`config.mk`:
```
export PLATFORM = sky130hd
export DESIGN_NAME = dds_multiwave
export DESIGN_NICKNAME = d
export VERILOG_FILES = /design/src/rtl/dds_multiwave.sv
export SDC_FILE = /design/constraint.sdc
export NUM_CORES = 1
export LEC_CHECK = 0
export CAP_MARGIN = 20
export CELL_PAD_IN_SITES_DETAIL_PLACEMENT = 1
export CELL_PAD_IN_SITES_GLOBAL_PLACEMENT = 1
export CORE_ASPECT_RATIO = 0.9
export CORE_UTILIZATION = 25
export DETAILED_ROUTE_END_ITERATION = 8
export HOLD_SLACK_MARGIN = 0.12
export PLACE_DENSITY = 0.55
export SLEW_MARGIN = 10
export SYNTH_ARGS = -nofsm -noshare
export SYNTH_HDL_FRONTEND = slang
export SYNTH_SLANG_ARGS = --single-unit
export TNS_END_PERCENT = 30
```
`constraint.sdc`:
```
create_clock -name clk -period 4.7 [get_ports clk]
set_input_delay 0.94 -clock clk [delete_from_list [all_inputs] [get_ports clk]]
set_output_delay 0.94 -clock clk [all_outputs]
set_load 0.01 [all_outputs]
```
`src/rtl/dds_multiwave.sv`:
```
// Multi-waveform DDS: phase accumulator, two-stage waveform pipeline and key-driven frequency stepping.
// Define DDS_KEY_DEBOUNCE_EN to require DEB_CYC stable cycles on the synchronised key before a step.
module dds_multiwave #(
  parameter int unsigned ACC_W   = 32,
  parameter int unsigned OUT_W   = 8,
  parameter int unsigned FSTEP   = 32'd16777216,
  parameter int unsigned STEPS   = 8,
  parameter int unsigned DEB_CYC = 50000
) (
  input  logic                     clk,
  input  logic                     reset,
  input  logic [2:0]               choose,
  input  logic                     key_s4,
  input  logic                     sync_clr,
  output logic [OUT_W-1:0]         out_wave,
  output logic [$clog2(STEPS)-1:0] step_idx,
  output logic                     cycle_tick
);

  localparam int unsigned SW   = $clog2(STEPS);
  localparam int          NPH  = 1 << OUT_W;
  localparam int          MIDV = 1 << (OUT_W - 1);
  localparam int          AMP  = MIDV - 1;

  // Elaboration-time sine sample: round(AMP*sin(2*pi*idx/NPH)) + MIDV, Taylor series on [-pi, pi].
  function automatic int sine_val(input int idx);
    real pi, x, term, sum;
    pi = 3.14159265358979323846;
    x  = 2.0 * pi * $itor(idx) / $itor(NPH);
    if (x > pi) x = x - 2.0 * pi;
    term = x;
    sum  = x;
    for (int k = 1; k < 20; k++) begin
      term = -term * x * x / $itor((2 * k) * (2 * k + 1));
      sum  = sum + term;
    end
    sum = sum * $itor(AMP);
    if (sum >= 0.0) return MIDV + $rtoi(sum + 0.5);
    return MIDV - $rtoi(0.5 - sum);
  endfunction

  logic [OUT_W-1:0] sine_lut [NPH];

  for (genvar gi = 0; gi < NPH; gi++) begin : g_lut
    localparam int SINE_V = sine_val(gi);
    assign sine_lut[gi] = OUT_W'(SINE_V);
  end

  logic [ACC_W-1:0] acc_q, acc_d, fw_c, sum_c;
  logic             carry_c;
  logic             tick_q, tick_d;
  logic [SW-1:0]    step_q, step_d;
  logic             key_meta_q, key_sync_q, key_prev_q, key_lvl_c, step_c;
  logic [OUT_W-1:0] ph_q;
  logic [2:0]       ch_q;
  logic             vld_q;
  logic [OUT_W-1:0] out_q, out_d, wave_c;

`ifdef DDS_KEY_DEBOUNCE_EN
  localparam int unsigned CW = (DEB_CYC > 1) ? $clog2(DEB_CYC) : 1;

  logic [CW-1:0] deb_cnt_q, deb_cnt_d;
  logic          deb_q, deb_d;

  // Accept a new key level only once it has differed from the accepted level for DEB_CYC cycles.
  always_comb begin
    deb_d     = deb_q;
    deb_cnt_d = '0;
    if (key_sync_q != deb_q) begin
      if (deb_cnt_q == CW'(DEB_CYC - 1)) deb_d = key_sync_q;
      else                               deb_cnt_d = deb_cnt_q + CW'(1);
    end
  end

  always_ff @(posedge clk or negedge reset) begin
    if (!reset) begin
      deb_q     <= 1'b0;
      deb_cnt_q <= '0;
    end else begin
      deb_q     <= deb_d;
      deb_cnt_q <= deb_cnt_d;
    end
  end

  assign key_lvl_c = deb_q;
`else
  // DEB_CYC has no effect in this build.
  if (DEB_CYC == 0) begin : g_deb_unused
  end

  assign key_lvl_c = key_sync_q;
`endif

  assign step_c = key_lvl_c & ~key_prev_q;
  assign fw_c   = ACC_W'(64'(FSTEP) * (64'(step_q) + 64'd1));
  assign {carry_c, sum_c} = {1'b0, acc_q} + {1'b0, fw_c};

  // Waveform shaping from the pipelined phase and select.
  always_comb begin
    wave_c = OUT_W'(MIDV);
    case (ch_q)
      3'b000:  wave_c = sine_lut[ph_q];
      3'b001:  wave_c = ph_q[OUT_W-1] ? '0 : '1;
      3'b010:  wave_c = ph_q[OUT_W-1] ? ~{ph_q[OUT_W-2:0], 1'b0} : {ph_q[OUT_W-2:0], 1'b0};
      3'b011:  wave_c = ph_q;
      3'b100:  wave_c = ~ph_q;
      default: wave_c = OUT_W'(MIDV);
    endcase
  end

  always_comb begin
    acc_d  = sync_clr ? '0 : sum_c;
    tick_d = carry_c & ~sync_clr;
    step_d = step_q;
    if (step_c) step_d = (step_q == SW'(STEPS - 1)) ? '0 : step_q + SW'(1);
    out_d  = vld_q ? wave_c : '0;
  end

  always_ff @(posedge clk or negedge reset) begin
    if (!reset) begin
      acc_q      <= '0;
      tick_q     <= 1'b0;
      step_q     <= '0;
      key_meta_q <= 1'b0;
      key_sync_q <= 1'b0;
      key_prev_q <= 1'b0;
      ph_q       <= '0;
      ch_q       <= '0;
      vld_q      <= 1'b0;
      out_q      <= '0;
    end else begin
      acc_q      <= acc_d;
      tick_q     <= tick_d;
      step_q     <= step_d;
      key_meta_q <= key_s4;
      key_sync_q <= key_meta_q;
      key_prev_q <= key_lvl_c;
      ph_q       <= acc_q[ACC_W-1 -: OUT_W];
      ch_q       <= choose;
      vld_q      <= 1'b1;
      out_q      <= out_d;
    end
  end

  assign out_wave   = out_q;
  assign step_idx   = step_q;
  assign cycle_tick = tick_q;

endmodule

```
==> results of run 1 <==
cell usage in the layout (no fill, tap or decap), types with 4 or more instances in the layout:
master           Yosys  final
a211o_1              4      4
a211oi_1             5      5
a21oi_1             31     31
a221o_1              5      5
a31oi_1              9      9
a41oi_1              4      4
and3_1               4      4
buf_4                5      4
clkbuf_16            0      5
clkdlybuf4s50_1      0     17
dfrtp_1             35     32
ha_1                17     17
inv_1               12     12
mux2_2               4      4
mux2i_1              6      6
nand2_1             34     34
nand2b_1            14     14
nand3_1             10     10
nor2_1              43     43
nor2b_1             12     12
nor3_1              11     11
o211ai_1            13     13
o21a_1               6      6
o21ai_0             37     37
o22ai_1              6      6
o311ai_0             5      5
o31ai_1              5      5
or2_2                4      4
xnor2_1              7      7
xor2_1               5      5
Yosys cell counts, types with 6 or more instances:
cell | number | area share (%)
nand2b_1 | 14 | 2.4
o21a_1 | 6 | 1.2
mux2i_1 | 6 | 1.7
nor2b_1 | 12 | 2.1
buf_2 | 22 | 3.0
ha_1 | 17 | 5.9
o211ai_1 | 13 | 2.7
nor2_1 | 43 | 4.5
o22ai_1 | 6 | 1.0
nand2_1 | 34 | 3.5
nor3_1 | 11 | 1.5
a21oi_1 | 31 | 4.3
nand3_1 | 10 | 1.4
dfrtp_1 | 35 | 24
a31oi_1 | 9 | 1.6
o21ai_0 | 37 | 5.1
xnor2_1 | 7 | 1.7
clkbuf_1 | 10 | 1.0
inv_1 | 12 | 1.2
flip-flops by register name, summed over array words and instances (netlist names):
register    flops
key_meta_q      1
key_lvl_c       1
ch_q            3
cycle_tick      1
out_wave        8
vld_q           1
acc_q           8
ph_q            8
key_prev_q      1
step_idx        3
critical path, stage by stage (launching register included):
cell	delay, ns
dfrtp_1	0.83
inv_1	0.38
ha_1	0.65
nand2_1	0.22
o21ai_0	0.29
o221ai_1	0.23
a22o_1	0.23
a22oi_1	0.31
o211ai_1	0.15
power breakdown:
group          switching (mW)  internal, mW
Clock                   0.146         0.253
Sequential              0.150         0.352
Combinational           0.816         0.515
Total                    1.11          1.12
cell families (layout without fill, tap and decap cells):
logic type / after synthesis / after routing / share of synthesized area, %
flops: 35 / 35 / 24.2
mux: 12 / 12 / 3.94
simple gates: 156 / 156 / 22.0
fa+ha+maj: 18 / 18 / 6.43
compound gates: 171 / 171 / 32.9
xor+xnor: 12 / 12 / 2.90
other cells: 1 / 1 / 0.104
buf+inv: 54 / 42 / 7.50
cell type report:
class / instances / area (sq um)
timing repair buffer: 22 / 205
inverter: 12 / 45.0
clock inverter: 3 / 47.5
sequential: 35 / 880
clock buffer: 5 / 125
tap: 193 / 241
fill: 1707 / 10000
multi-input combinational: 370 / 2470
path summary, 6_finish.rpt:
path,startpoint,to,slack [ns],cells past startpoint
setup / recovery,ph_q[1],out_wave[1],1.26,8
hold / removal,key_meta_q,key_lvl_c,0.37,0
setup reg to reg,ph_q[1],out_wave[1],1.26,8
hold reg to reg,key_meta_q,key_lvl_c,0.37,0
max in group asynchronous,reset,ph_q[2],3.31,1
min in group asynchronous,reset,ph_q[0],0.75,1
per-layer routing:
layer  GRT usage [%]  vias up  part of all wire [%]  wire length (microns)
li1                -     1694                     -                      -
met1            26.9     1858                    48                   6610
met2            29.9      115                    45                   6170
met3            3.76       24                   4.9                    673
met4            5.49        0                   2.2                    301
met5               0        -                     0                      0
==> out/qor.yml, run 1 <==
cts_resized: 0
slew_viol_final: 0
finalSetupViolCount: 0
final_util_pct: 28.6
viasPerCell: 5.77
yosys_register_bits: 35
post-route-period-util_pct: 73.3
layout-drive-gt1-share_pct: 7.83
clockBufferDepth: 2
hold_slack_ns: 0.365
dp_hpwl_mm: 9.36
layoutNonFillerInstCount: 640
hold_path.class: "flop to flop"
grt_max_degree: 69
synthArstFlopShare_pct: 100
antenna_found_initial: 0
crit_fanout: 22
syn_avg_cell_area_sq_um: 7.88
grt_pass1_vias: 3678
initial_core_util_pct: 25.7
synth_edf_count: 0
synth.distinct_cells: 75
yosys_warnings: 0
final_cell_area_sq_um: 4020
wl_mm: 13.8
cts_hold_buf: 0
cts_tree: "yes"
peakVddDrop_uv: 240
setup_ws_ns: 1.26
placed_area_sq_um: 3840
clock_sinks: 35
area.growth.synth_to_final_pct: 11.0
vias: 3691
cts.htree.levels: 2
synth_nets: 484
clock_latency_ns: 0.29
fmax_mhz: 290
chipWidth_microns: 129
grt_pass1_wl_mm: 21.9
detail_route.iter0.violations: 388
hold_viol_final: 0
synthCells: 459
wl_per_cell_microns: 21.5
crit_type: "flop to flop"
core_sq_um: 14100
status: "finished, final reports clean"
fin_nets: 471
drt-pass1-iter-count: 5
drtAntennaViolNets: 0
portBuffers: 18
slew_headroom_pct: 35.3
globalplace.congestion: 0.880
tightest_slew_ns: 0.971
cts_made_buffers: 5
yosysSeqAreaShare_pct: 24.2
clk_pin_slew_ns: 0.06
globalRouteTotalUtil_pct: 19.2
cts_setup_buffers: 0
die_y_microns: 116
dp_cells: 632
synthesis.area_sq_um: 3620
arrival_ns: 3.59
drv_cap: 0
skew_ns: 0.00331
io_pins: 19
min_period_ns: 3.44
p_leak_nw: 1.48
synthFlopType: "dfrtp_1"
powerDensity_nw_per_um2: 556
dieArea_sq_um: 15000
cp_data_required_time_ns: 4.84
route.detailed.drc: 0
cp-end-kind: "flop"
rows: 41
power_mw: 2.23
grt_overflow: 0
tns_ns: 0
num_antenna_cells: 0
post-place-ws_ns: 1.41
clock-root-buffer: "clkbuf_16"
rsz0062_at_grt: "false"
startpoint_type: "flop"
No activity file was read; power rests on OpenSTA's default activity.
==> run 2, diff against run 1 <==
--- a/config.mk
+++ b/config.mk
@@ -12,7 +12,7 @@
 export CORE_UTILIZATION = 25
 export DETAILED_ROUTE_END_ITERATION = 8
 export HOLD_SLACK_MARGIN = 0.12
-export PLACE_DENSITY = 0.55
+export PLACE_DENSITY = 0.57
 export SLEW_MARGIN = 10
 export SYNTH_ARGS = -nofsm -noshare
 export SYNTH_HDL_FRONTEND = slang
==> constraint.sdc (replaced) <==
create_clock -name clk -period 3.1 [get_ports clk]
set_input_delay 0.62 -clock clk [delete_from_list [all_inputs] [get_ports clk]]
set_output_delay 0.62 -clock clk [all_outputs]
set_load 0.01 [all_outputs]
==> run 2 against run 1 <==
  * Sequential share of layout area fell by 0.74 points
  * Critical path depth shrank 1
  * First-iteration DRC count increased by 13%
  * Final cell count is 2.7% higher
  * Largest cell class unchanged
  * Final area grew 3.5%
  * Setup slack got worse by 0.56 ns
  * Register-to-register slack got worse by 0.56 ns
  * Largest power group unchanged
  * Critical endpoint is now out_wave[3]
  * Clock skew increased by 0.011 ns
  * Utilization increased by 1.0 points
  * Routed wire length is 0.57% lower
  * Highest routed layer unchanged
  * Combinational power up 63%
  * Maximum frequency grew 43%
==> out/qor.yml, run 2 (synthesis results as in run 1) <==
status: "finished, final reports clean"
grt_pass1_vias: 3732  # +1.5%
core_sq_um: 14100  # unchanged
cp-end-kind: "flop"
grt_pass1_wl_mm: 21.7  # -0.91%
met1_length_mm: 6.49  # -1.8%
die_y_microns: 116  # unchanged
drv_cap: 0  # unchanged
dieArea_sq_um: 15000  # unchanged
chipWidth_microns: 129  # unchanged
worstPathCellList: "buf_4 > or2_2 > a21o_1 > a31oi_1 > nor4bb_1 > a41o_1 > a211o_1"
final_cell_mix: "nor2_1, o21ai_0, nand2_1"
drt-pass1-iter-count: 5  # unchanged
tightest_slew_ns: 0.900  # -0.0701 ns
cts_resized: 0  # unchanged
cts_made_buffers: 5  # unchanged
post-route-period-util_pct: 77.7  # +4.4 points
top_layer_used: "met4"
cts.htree.levels: 2  # unchanged
slew_viol_final: 0  # unchanged
r2r-start: "ph_q[2]"
layout-drive-gt1-share_pct: 11.2  # +3.4 points
grt_overflow: 0  # unchanged
cts_setup_buffers: 0  # unchanged
wl_per_cell_microns: 20.8  # -3.1%
startpoint_type: "flop"
area.growth.synth_to_final_pct: 14.8
crit_type: "flop to flop"
rows: 41  # unchanged
wl_met3_microns: 754  # +12%
power_mw: 3.48  # +56%
fin_nets: 488  # +3.6%
dp_hpwl_mm: 9.76  # +4.2%
cts_tree: "yes"
clockBufferDepth: 2  # unchanged
powerDensity_nw_per_um2: 838  # +51%
drtAntennaViolNets: 0  # unchanged
met2WireLength_mm: 6.09  # -1.2%
critPathSlowestCell: "dfrtp_2"
clock-root-buffer: "clkbuf_16"
tns_ns: 0  # unchanged
num_antenna_cells: 0  # unchanged
cts_hold_buf: 0  # unchanged
startpoint: "ph_q[2]"
globalplace.congestion: 0.902  # +2.5%
detail_route.iter0.violations: 440  # +13%
p_sw_share_pct: 49.0  # -0.89 points
antenna_found_initial: 0  # unchanged
layout_commonest_cell: "nor2_1"
portBuffers: 18  # unchanged
p_leak_nw: 1.57  # +5.7%
globalRouteTotalUtil_pct: 19.0  # -0.25 points
arrival_ns: 2.59  # -1.00 ns
skew_ns: 0.0141  # +0.0108 ns
hold_start: "key_meta_q"
peakVddDrop_uv: 324  # +35%
pwr-share-comb_pct: 62.4  # +2.8 points
p_seq_share_pct: 20.0  # -2.5 points
crit_fanout: 37  # +68%
vias: 3747  # +1.5%
wl_mm: 13.7  # -0.57%
clk_pin_slew_ns: 0.07  # about the same
crit_path_max_incr_delay_ns: 0.63  # -0.20 ns
clock_latency_ns: 0.29  # about the same
hold_viol_final: 0  # unchanged
fmax_mhz: 415  # +43%
min_period_ns: 2.41  # -1.04 ns
slew_headroom_pct: 40.0  # +4.7 points
p_clk_share_pct: 17.6  # -0.3 points
io_pins: 19  # unchanged
cp_data_required_time_ns: 3.29  # -1.55 ns
rsz0062_at_grt: "false"
initial_core_util_pct: 25.7  # unchanged
viasPerCell: 5.70  # -1.1%
finalSetupViolCount: 0  # unchanged
hold_path.class: "flop to flop"
clock_sinks: 35  # unchanged
grt_max_degree: 38  # -45%
route.detailed.drc: 0  # unchanged
power.switching_mw: 1.70  # +53%
p_int_mw: 1.78  # +59%
run 2: stage by stage:
stage	setup slack (ns)	hold WS, ns	utilization (%)	instances	area, sq um
6_report	0.692	0.360	29.6	657	4160
5_1_grt	0.529	0.381	29.6	657	4160
2_1_floorplan	0.620	0.324	-	459	3620
3_5_place_dp	0.746	0.336	28.3	649	3980
4_1_cts	0.726	0.361	29.6	657	4160
3_3_place_gp	0.787	0.350	28.3	649	3980
run 2: worst max-delay path: cells and delay by family, from the launching register on:
| family | cells | cell delay [ns] |
|---|---|---|
| buf+inv | 1 | 0.31 |
| compound gates | 4 | 0.89 |
| simple gates | 2 | 0.46 |
| flops | 1 | 0.63 |
run 2: area by class of cell:
cell class / count / area, sq um
Timing Repair Buffer: 39 / 345
Clock inverter: 3 / 47.5
Multi-Input combinational cell: 370 / 2470
Sequential cell: 35 / 880
Tap cell: 193 / 241
Clock buffer: 5 / 125
Inverter: 12 / 45.0
Fill cell: 1695 / 9900
run 2: worst paths after layout:
| path | to | slack [ns] | cells past startpoint |
|---|---|---|---|
| max reg2reg | out_wave[3] | 0.69 | 7 |
| max | out_wave[3] | 0.69 | 7 |
| min reg2reg | key_lvl_c | 0.36 | 0 |
| min | key_lvl_c | 0.36 | 0 |
| min in group asynchronous | out_wave[1] | 0.42 | 1 |
| max in group asynchronous | ph_q[2] | 2.03 | 1 |
run 2: per-layer routing:
metal / GRT usage, % / up-vias
met5: 0 / -
met4: 5.80 / 0
met3: 3.48 / 26
met2: 29.2 / 127
met1: 26.9 / 1878
li1: - / 1716
run 2: power by group through the flow:
stage / Sequential (mW) / Combinational, mW / Clock (mW)
finish: 0.696 / 2.17 / 0.612
global route: 0.715 / 2.37 / 0.642
floorplan: 0.624 / 1.57 / 0
CTS: 0.694 / 2.14 / 0.627
detailed placement: 0.703 / 2.13 / 0
global placement: 0.697 / 2.11 / 0
